**config.mk**
```make
export PLATFORM = sky130hd
export DESIGN_NAME = onehot_encoder_drain_flat
export DESIGN_NICKNAME = d
export VERILOG_FILES = /design/src/rtl/onehot_encoder_drain_if.sv /design/src/rtl/onehot_encoder_drain.sv /design/src/flat_wrapper.sv
export SDC_FILE = /design/constraint.sdc
export NUM_CORES = 1
export LEC_CHECK = 0
export BUFFER_PORTS_ARGS = -buffer_cell sky130_fd_sc_hd__buf_4
export CAP_MARGIN = 25
export CORE_AREA = 2 2 39 41
export CTS_CLUSTER_DIAMETER = 60
export DETAILED_ROUTE_END_ITERATION = 7
export DIE_AREA = 0 0 41 43
export GPL_ROUTABILITY_DRIVEN = 0
export SLEW_MARGIN = 15
export SYNTH_ARGS = -nofsm -noshare
export SYNTH_HDL_FRONTEND = slang
export SYNTH_SLANG_ARGS = --single-unit
```
**constraint.sdc**
```tcl
create_clock -name clk -period 3.1 [get_ports clk]
set_input_delay 0.155 -clock clk [delete_from_list [all_inputs] [get_ports clk]]
set_output_delay 0.155 -clock clk [all_outputs]
set_load 0.05 [all_outputs]
```
**src/rtl/onehot_encoder_drain_if.sv**
```systemverilog
// onehot_encoder_drain_if: request-vector in / index-beat out handshake bundle
interface onehot_encoder_drain_if #(
    parameter int N = 4,
    parameter int W = 2
);
    logic         in_valid;
    logic         in_ready;
    logic [N-1:0] d;
    logic         out_valid;
    logic         out_ready;
    logic [W-1:0] y;
    logic         last;
    logic         none;
    logic [W:0]   count;
    modport master (
        output in_valid, d, out_ready,
        input  in_ready, out_valid, y, last, none, count
    );
    modport slave (
        input  in_valid, d, out_ready,
        output in_ready, out_valid, y, last, none, count
    );
endinterface

```
**src/rtl/onehot_encoder_drain.sv**
```systemverilog
// onehot_encoder_drain: emits the index of every set request bit, lowest first, one per beat
module onehot_encoder_drain #(
    parameter int N = 4,
    parameter int W = 2
) (
    input logic                    clk,
    input logic                    rst_n,
    onehot_encoder_drain_if.slave  bus
);
    localparam logic [0:0]   IDLE  = 1'b0;
    localparam logic [0:0]   DRAIN = 1'b1;
    localparam logic [N-1:0] ONE   = N'(1);
    logic [0:0]   state_q, state_d;
    logic [N-1:0] pend_q, pend_d;
    logic         none_q, none_d;
    logic [W:0]   count_q, count_d;
    logic [W-1:0] lo;
    logic [W:0]   pop;
    logic         single, drain, last_c;
    always_comb begin
        lo = '0;
        for (int i = N - 1; i >= 0; i--) lo = pend_q[i] ? W'(i) : lo;
        pop = '0;
        for (int i = 0; i < N; i++) pop = pop + (W+1)'(bus.d[i]);
    end
    assign single = (pend_q != '0) && ((pend_q & (pend_q - ONE)) == '0);
    assign drain  = state_q == DRAIN;
    assign last_c = drain && (single || none_q);
    assign bus.in_ready  = !drain;
    assign bus.out_valid = drain;
    assign bus.y         = lo;
    assign bus.last      = last_c;
    assign bus.none      = none_q;
    assign bus.count     = count_q;
    always_comb begin
        state_d = state_q;
        pend_d  = pend_q;
        none_d  = none_q;
        count_d = count_q;
        if (!drain && bus.in_valid) begin
            state_d = DRAIN;
            pend_d  = bus.d;
            none_d  = bus.d == '0;
            count_d = pop;
        end else if (drain && bus.out_ready) begin
            state_d = last_c ? IDLE : DRAIN;
            pend_d  = last_c ? '0 : pend_q & ~(ONE << lo);
        end
    end
    always_ff @(posedge clk or negedge rst_n) begin
        if (!rst_n) begin
            state_q <= IDLE;
            pend_q  <= '0;
            none_q  <= 1'b0;
            count_q <= '0;
        end else begin
            state_q <= state_d;
            pend_q  <= pend_d;
            none_q  <= none_d;
            count_q <= count_d;
        end
    end
endmodule

```
**src/flat_wrapper.sv**
```systemverilog
// flat-port wrapper written by rule: the top's interface ports become plain ports
module onehot_encoder_drain_flat 
#(
    parameter int N = 4,
    parameter int W = 2
)
  (clk, rst_n, bus_in_valid, bus_d, bus_out_ready, bus_in_ready, bus_out_valid, bus_y, bus_last, bus_none, bus_count);
  onehot_encoder_drain_if #(.N(N), .W(W)) bus_i ();
  input logic clk;
  input logic rst_n;
  input wire logic [$bits(bus_i.in_valid)-1:0] bus_in_valid;
  input wire logic [$bits(bus_i.d)-1:0] bus_d;
  input wire logic [$bits(bus_i.out_ready)-1:0] bus_out_ready;
  output wire logic [$bits(bus_i.in_ready)-1:0] bus_in_ready;
  output wire logic [$bits(bus_i.out_valid)-1:0] bus_out_valid;
  output wire logic [$bits(bus_i.y)-1:0] bus_y;
  output wire logic [$bits(bus_i.last)-1:0] bus_last;
  output wire logic [$bits(bus_i.none)-1:0] bus_none;
  output wire logic [$bits(bus_i.count)-1:0] bus_count;
  assign bus_i.in_valid = bus_in_valid;
  assign bus_i.d = bus_d;
  assign bus_i.out_ready = bus_out_ready;
  assign bus_in_ready = bus_i.in_ready;
  assign bus_out_valid = bus_i.out_valid;
  assign bus_y = bus_i.y;
  assign bus_last = bus_i.last;
  assign bus_none = bus_i.none;
  assign bus_count = bus_i.count;
  onehot_encoder_drain #(.N(N), .W(W)) u_core (.clk(clk), .rst_n(rst_n), .bus(bus_i));
endmodule
```
==> After elaboration in Yosys (flattened, before gate mapping) <==
Cells that the tools add are included.
{ "op_classes": {"n_mux": 10, "bitwise_logic": 3, "shifts": 1, "n_reduce_logical": 10, "addsub": 4} }
{ "op_table": {"columns": ["op", "count"], "rows": [
  ["$mux W4", 3],
  ["$and A4 B4 Y4", 2],
  ["$logic_not A4 Y1", 2],
  ["$mux W2", 4],
  ["$add A3 B1 Y3", 2],
  ["$logic_and A1 B1 Y1", 4],
  ["$not A4 Y4", 1],
  ["$reduce_bool A4 Y1", 1],
  ["$shl A1 B2 Y4 const A", 1],
  ["$sub A4 B1 Y4 const B", 1],
  ["$mux W1", 3],
  ["$add A1 B1 Y2", 1],
  ["$reduce_bool A2 Y1", 1],
  ["$logic_not A1 Y1", 1],
  ["$logic_or A1 B1 Y1", 1]
]} }
{ "totals": {"elab_cells": 32, "out_inout_bits": 9, "ff_bits": 9, "in_bits": 8} }

==> Depth between registers and ports, before layout <==
Gate-level depths: netlist of the first run.
{ "logic_depth": {"depth_word": 10, "mapped_depth": 5, "depth_no_buf": 5} }

==> Least setup slack after synthesis of the first run <==
Ideal clock, no wire load.
{ "synth_path": {"path_kind": "reg-to-reg", "from": "register u_core.state_q (netlist: u_core.bus.out_valid)", "to": "register u_core.pend_q[3]", "arrival_time_ns": 1.391, "required_ns": 2.974, "path_stages_with_launch": 5, "slack_ns": 1.583, "synth_period_minus_slack_ns": 1.517, "path_buffers": 2, "setup_time_ns": 0.126, "path_cell_list": "dfrtp_1 buf_2 nor2b_1 buf_2 a221o_1"} }
{ "synth_via": {"elab_chain_len": 4, "word_cells_on_any_way": 8, "cone_classes": "mux (3); reduce/logical (5)"} }
{ "synth_lines": {"columns": ["item", "line_no", "text"], "rows": [
  ["from (decl)", "onehot_encoder_drain.sv:13", "logic [0:0] state_q, state_d;"],
  ["from (signal assigned)", "onehot_encoder_drain.sv:57", "state_q <= state_d;"],
  ["$logic_and A1 B1 Y1", "onehot_encoder_drain.sv:28", "assign last_c = drain && (single || none_q);"],
  ["$mux W4", "onehot_encoder_drain.sv:47", "pend_d = last_c ? '0 : pend_q & ~(ONE << lo);"],
  ["$mux W4", "onehot_encoder_drain.sv:45", "end else if (drain && bus.out_ready) begin"],
  ["$mux W4", "onehot_encoder_drain.sv:40", "if (!drain && bus.in_valid) begin"],
  ["to (signal assigned)", "onehot_encoder_drain.sv:58", "pend_q <= pend_d;"],
  ["to (decl)", "onehot_encoder_drain.sv:14", "logic [N-1:0] pend_q, pend_d;"]
]} }
Parallel ways exist; a longest one is shown, timed or not. The select of a mux whose other input is x is not followed.
A chain may end at the register's enable or synchronous reset.

==> Worst setup path after layout of the first run <==
{ "layout_path": {"from": "register u_core.pend_q[3]", "to": "output bus_last"} }
{ "layout_via": {"elab_chain_len": 6, "word_cells_on_any_way": 7, "cone_classes": "add/sub (1); bitwise (1); reduce/logical (5)"} }
{ "layout_lines": {"columns": ["item", "line_no", "text"], "rows": [
  ["$sub A4 B1 Y4", "onehot_encoder_drain.sv:26", "assign single = (pend_q != '0) && ((pend_q & (pend_q - ONE)) == '0);"],
  ["$and A4 B4 Y4", "onehot_encoder_drain.sv:26", null],
  ["$logic_not A4 Y1", "onehot_encoder_drain.sv:26", null],
  ["$logic_and A1 B1 Y1 (*)", "onehot_encoder_drain.sv:26", null],
  ["$logic_or A1 B1 Y1 (*)", "onehot_encoder_drain.sv:28", null],
  ["$logic_and A1 B1 Y1 (*)", "onehot_encoder_drain.sv:28", null],
  ["to (decl)", "flat_wrapper.sv:17", "output wire logic [$bits(bus_i.last)-1:0] bus_last;"]
]} }
Mark *: on every way between the ends. The rest lies on a longest branch, timed or not.

==> results of run 1 <==
## per-layer routing
layer | GRT usage, % | wire, um | up-vias
li1 | - | - | 219
met2 | 19.1 | 448 | 16
met3 | 3.14 | 66 | 4
met4 | 10.0 | 23 | 0
met1 | 19.1 | 505 | 206
met5 | 0 | 0 | -
## cells in the mapped netlist
master   instances  share of area [%]
dfrtp_1          9                 43
o21ai_0          7                6.7
inv_1            6                4.3
nor2_1           4                2.9
ha_1             3                7.2
mux2_2           3                6.5
a21oi_1          2                1.9
buf_2            2                1.9
nand2_1          2                1.4
nand3_1          2                1.9
a21o_1           1                1.4
a221o_1          1                1.9
a22o_1           1                1.7
a22oi_1          1                1.4
a31oi_1          1                1.2
and2_1           1                1.2
fa_1             1                3.8
nor2_2           1                1.2
nor2b_1          1                1.2
nor2b_2          1                1.7
o211a_1          1                1.9
o21a_1           1                1.4
xor2_1           1                1.7
## sequential cells by signal, summed over array words and instances, names as in the netlist
signal and flops:
u_core.bus.count 3, u_core.bus.none 1, u_core.bus.out_valid 1, u_core.pend_q 4
## logic make-up (layout without fill, tap and decap cells)
| group | Yosys count | in the layout | synth area share, % |
|---|---|---|---|
| XOR/XNOR | 1 | 1 | 1.68 |
| adder cells (fa/ha/maj) | 4 | 4 | 11.1 |
| flip-flops | 9 | 9 | 43.3 |
| buffers and inverters | 8 | 27 | 6.25 |
| AO/OA/AOI/OAI | 16 | 16 | 19.7 |
| multiplexers | 3 | 3 | 6.49 |
| AND/OR/NAND/NOR | 12 | 12 | 11.5 |
## where the power goes
part | switching (mW) | leakage (nW) | internal (mW)
logic | 0.312 | 0.227 | 0.162
registers | 0.0557 | 0.114 | 0.162
clock network | 0.0403 | 0.0150 | 0.0496
## layout make-up
class / count / area, sq um / area share, %
multi-input combinational: 36 / 263 / 38.3
tap: 16 / 20.0 / 2.91
clock buffer: 4 / 26.3 / 3.83
sequential: 9 / 225 / 32.8
timing repair buffer: 17 / 130 / 18.9
inverter: 6 / 22.5 / 3.28
## worst min-delay path by stage
| stage | start | to | slack [ns] | depth (start not counted) |
|---|---|---|---|---|
| 6_report | bus_out_ready | u_core.bus.out_valid$_DFFE_PN0P_ | 0.10 | 2 |
| 5_1_grt | bus_out_ready | u_core.bus.out_valid$_DFFE_PN0P_ | 0.12 | 2 |
| 4_1_cts | bus_out_ready | u_core.bus.out_valid$_DFFE_PN0P_ | 0.10 | 2 |
| 3_5_place_dp | rst_n | u_core.bus.out_valid$_DFFE_PN0P_ | -0.01 | 1 |
| 3_3_place_gp | rst_n | u_core.pend_q[0]$_DFFE_PN0P_ | -0.01 | 1 |
| 2_1_floorplan | rst_n | u_core.bus.count[0]$_DFFE_PN0P_ | -0.14 | 0 |
## timing repair
| item | CTS | global route |
|---|---|---|
| hold endpoints to repair | 9 | 0 |
| hold buffers | 1 | 0 |
| buffers inserted | 0 | 0 |
==> flow_metrics.tcl, run 1 <==
set metrics [dict create \
    die_h_um 43 \
    synthCells 53 \
    path_cells "nor2b_2 -> a21oi_1 -> o21ai_0 -> and2_1 -> buf_4" \
    syn_area_sq_um 520 \
    grt_pass1_vias 396 \
    hp-class "primary input to flop" \
    grt_pass1_wl_mm 1.64 \
    cp-endpoint "bus_last" \
    drc_errors 0 \
    cap_viol_max_count 0 \
    final_common_cell "buf_4" \
    place_area_sq_um 651 \
    area_growth_pct 32.0 \
    antenna_cells 0 \
    final_cell_mix "buf_4 (16), dfrtp_1 (9), o21ai_0 (7)" \
    root_buffer "clkbuf_4" \
    cp-end-kind "output port" \
    die_w_um 41 \
    cp.arrival_ns 1.53 \
    instances_no_fill 88 \
    hold_viol 0 \
    max_slew_margin_pct 56.8 \
    startpoint "u_core.pend_q[3]$_DFFE_PN0P_" \
    worstSetupPathType "flop to output port" \
    setup_violations 0 \
    pre_cts_ws_ns 1.50 \
    critPathTopFamily "flip-flops" \
    grt_start_max_net_pins 11 \
    p_total_mw 0.781 \
    hold-worst-slack_ns 0.102 \
    finalWirelength_mm 1.04 \
    timing.fmax_ghz 0.592 \
    core_area_sq_mm 0.00138 \
    die-area_sq_mm 0.00176 \
    initial_utilization_pct 37.6 \
    cp_num_buf_inv 1 \
    rrSetupSlack_ns 1.54 \
    fillers 148 \
    post_cts_resize_count 0 \
    tightest_slew_ns 0.646 \
    fin_ws_ns 1.41 \
    nets 85 \
    rsz0062_at_grt "no" \
    timing.rr.start "u_core.bus.out_valid$_DFFE_PN0P_" \
    port_buffers 16 \
    syn_area_per_cell_sq_um 9.82 \
    start_kind "flop" \
    clk_path_buf_depth 2 \
    postRouteAntennaNets 0 \
    avgRoutedWirePerCell_um 11.9 \
    worstReg2RegEnd "u_core.bus.count[1]$_DFFE_PN0P_" \
    antenna_found_initial 0 \
    globalRoute.totalOverflow 0 \
    ios 17 \
    vias 445 \
    grtUsageTotal_pct 14.1 \
    drt_first_pass_iters 2 \
    syn_nets 65 \
    crit_slowest_cell "dfrtp_1" \
    synth-seq-cells 9 \
    cts_sinks 9 \
    cpPeakStageDelay_ns 0.42 \
    rows 14 \
    cts_inserted_buffers 3 \
    path_depth 5 \
    synth-seq-area-share_pct 43.3 \
    placedCellCount 83 \
    rr_worst_depth 2 \
    timing.setup.tns_ns 0 \
    final.setup_skew_ns 0.00945 \
    crit_required_ns 2.94 \
    vdd_drop_max_mv 0.545 \
    clk_pin_slew_ns 0.06 \
    htree_levels 1 \
    yosysWarningCount 0 \
    finish.utilization_pct 49.6 \
    critPathMaxFanout 5 \
    design_area_sq_um 687 \
    place_hpwl_um 785 \
    min_period_over_period_pct 54.5 \
    drtIter0Drc 7 \
    drive_gt1_share_pct 33.3 \
    leakage_nw 0.356 \
    clkLatencyLatePin_ns 0.26 \
    power_density_mw_per_mm2 1140 \
    yosysUniqueCellTypes 23 \
    outcome "finished, final reports clean" \
    period_minus_slack_ns 1.69 \
    cts_tree "done" \
    via_per_inst 5.06 \
    drv_slew 0 \
]
Note: power is estimated with default switching activity, not from simulation.
==> inputs of run 2 (changes only) <==
==> constraint.sdc (replaced) <==
create_clock -name clk -period 1.7 [get_ports clk]
set_input_delay 0.085 -clock clk [delete_from_list [all_inputs] [get_ports clk]]
set_output_delay 0.085 -clock clk [all_outputs]
set_load 0.05 [all_outputs]
==> flow_metrics.tcl, run 2 (synthesis results as in run 1) <==
set metrics [dict create \
    outcome "finished, final reports clean" \
    largest_register "u_core.pend_q" \
    leakage_nw 0.362 \
    grtUsageTotal_pct 15.4 \
    post_cts_buffers 0 \
    cp-end-kind "output port" \
    period_minus_slack_ns 1.61 \
    drtIter0Drc 18 \
    switching_share_pct 52.0 \
    final_common_cell "buf_4" \
    die_w_um 41 \
    worstSetupPathType "flop to output port" \
    core_area_sq_mm 0.00138 \
    clkLatencyLatePin_ns 0.26 \
    htree_levels 1 \
    layout.area.seq_sq_um 225 \
    die-area_sq_mm 0.00176 \
    grt_pass1_vias 416 \
    globalRoute.totalOverflow 0 \
    grt_start_max_net_pins 11 \
    power_density_mw_per_mm2 2080 \
    root_buffer "clkbuf_4" \
    rows 14 \
    final_cell_mix "buf_4 (17), dfrtp_1 (9), inv_1 (6)" \
    rsz0062_at_grt "no" \
    drt_first_pass_iters 4 \
    setup_violations 0 \
    tightest_slew_ns 0.314 \
    drv_slew 0 \
    ios 17 \
    nets 86 \
    antenna_cells 0 \
    multiInputGateArea_sq_um 263 \
    min_period_over_period_pct 94.6 \
    place_hpwl_um 799 \
    grt_pass1_wl_mm 1.79 \
    via_per_inst 5.22 \
    fillers 146 \
    crit_required_ns 1.62 \
    cap_viol_max_count 0 \
    timing.setup.tns_ns 0 \
    final.setup_skew_ns 0.00538 \
    antenna_found_initial 0 \
    cp.arrival_ns 1.52 \
    drive_gt1_share_pct 34.2 \
    finalWirelength_mm 1.06 \
    p_switching_mw 0.750 \
    hold_viol 0 \
    rrSetupSlack_ns 0.43 \
    critPathMaxFanout 5 \
    clk_pin_slew_ns 0.06 \
    area_growth_pct 33.4 \
    timing.fmax_ghz 0.622 \
    rr_worst_depth 4 \
    timing.rr.start "u_core.pend_q[1]$_DFFE_PN0P_" \
    pwr-share-comb_pct 61.1 \
    worstReg2RegEnd "u_core.pend_q[3]$_DFFE_PN0P_" \
    start_kind "flop" \
    vias 465 \
    port_buffers 16 \
    initial_utilization_pct 37.6 \
    power_frac_seq_pct 27.5 \
    avgRoutedWirePerCell_um 11.9 \
    drc_errors 0 \
    intPower_mw 0.692 \
    cts_inserted_buffers 3 \
    power_frac_clock_pct 11.4 \
    cts_sinks 9 \
    die_h_um 43 \
    min_from "bus_out_ready" \
    clk_path_buf_depth 2 \
    largest_reg_flops 4 \
    hold_end "u_core.bus.out_valid$_DFFE_PN0P_" \
    vdd_drop_max_mv 1.14 \
    cts_tree "done" \
    max_slew_margin_pct 79.0 \
    hp-class "primary input to flop" \
    hold_depth 2 \
    postRouteAntennaNets 0 \
    p_total_mw 1.44 \
]
-- run 2: critical path, cell delays in order, from the launching register on --
cell	delay, ns
dfrtp_1	0.42
nor2b_2	0.18
a21oi_1	0.20
o21ai_1	0.11
and2_1	0.16
buf_4	0.18
-- run 2: how the worst max path moves through the flow --
stage / from / to / slack (ns) / depth (start not counted)
global placement: bus_d[0] / u_core.bus.count[1]$_DFFE_PN0P_ / 0.19 / 6
global route: u_core.pend_q[3]$_DFFE_PN0P_ / bus_last / 0.01 / 5
finish: u_core.pend_q[3]$_DFFE_PN0P_ / bus_last / 0.09 / 5
CTS: u_core.pend_q[3]$_DFFE_PN0P_ / bus_last / 0.08 / 5
detailed placement: bus_d[0] / u_core.bus.count[1]$_DFFE_PN0P_ / 0.16 / 6
floorplan: u_core.bus.out_valid$_DFFE_PN0P_ / u_core.pend_q[3]$_DFFE_PN0P_ / 0.18 / 4
-- run 2: area by class of cell --
class	instances	area share, %
Multi-Input combinational cell	36	37.8
Sequential cell	9	32.4
Timing Repair Buffer	18	19.8
Clock buffer	4	3.78
Inverter	6	3.24
Tap cell	16	2.88
-- run 2: power by group through the flow --
stage          clock [mW]  combinational (mW)  sequential, mW
2_1_floorplan           0               0.486           0.536
3_3_place_gp            0               0.877           0.398
3_5_place_dp            0               0.876           0.397
4_1_cts             0.166               0.879           0.396
5_1_grt             0.179               0.952           0.415
6_report            0.164               0.881           0.396
-- run 2: repair_timing --
action,4_1_cts,5_1_grt
endpoints found under the hold margin,9,0
setup endpoints to repair,0,1
resized for setup,0,2
hold buffers,1,0
-- run 2: routing by layer --
metal	GRT usage, %	part of all wire, %
met5	0	0
met4	8.00	1.8
met3	4.71	10
met2	20.6	43
met1	21.6	45
-- run 2: metrics by stage --
step / setup slack (ns) / hold slack, ns / cell area [sq um] / std cells / utilization (%)
floorplan: 0.183 / -0.211 / 520 / 53 / -
global placement: 0.189 / -0.0832 / 658 / 84 / 47.6
detailed placement: 0.158 / -0.0843 / 658 / 84 / 47.6
CTS: 0.0810 / 0.0390 / 694 / 89 / 50.2
global route: 0.0125 / 0.0667 / 694 / 89 / 50.2
finish: 0.0912 / 0.0379 / 694 / 89 / 50.2
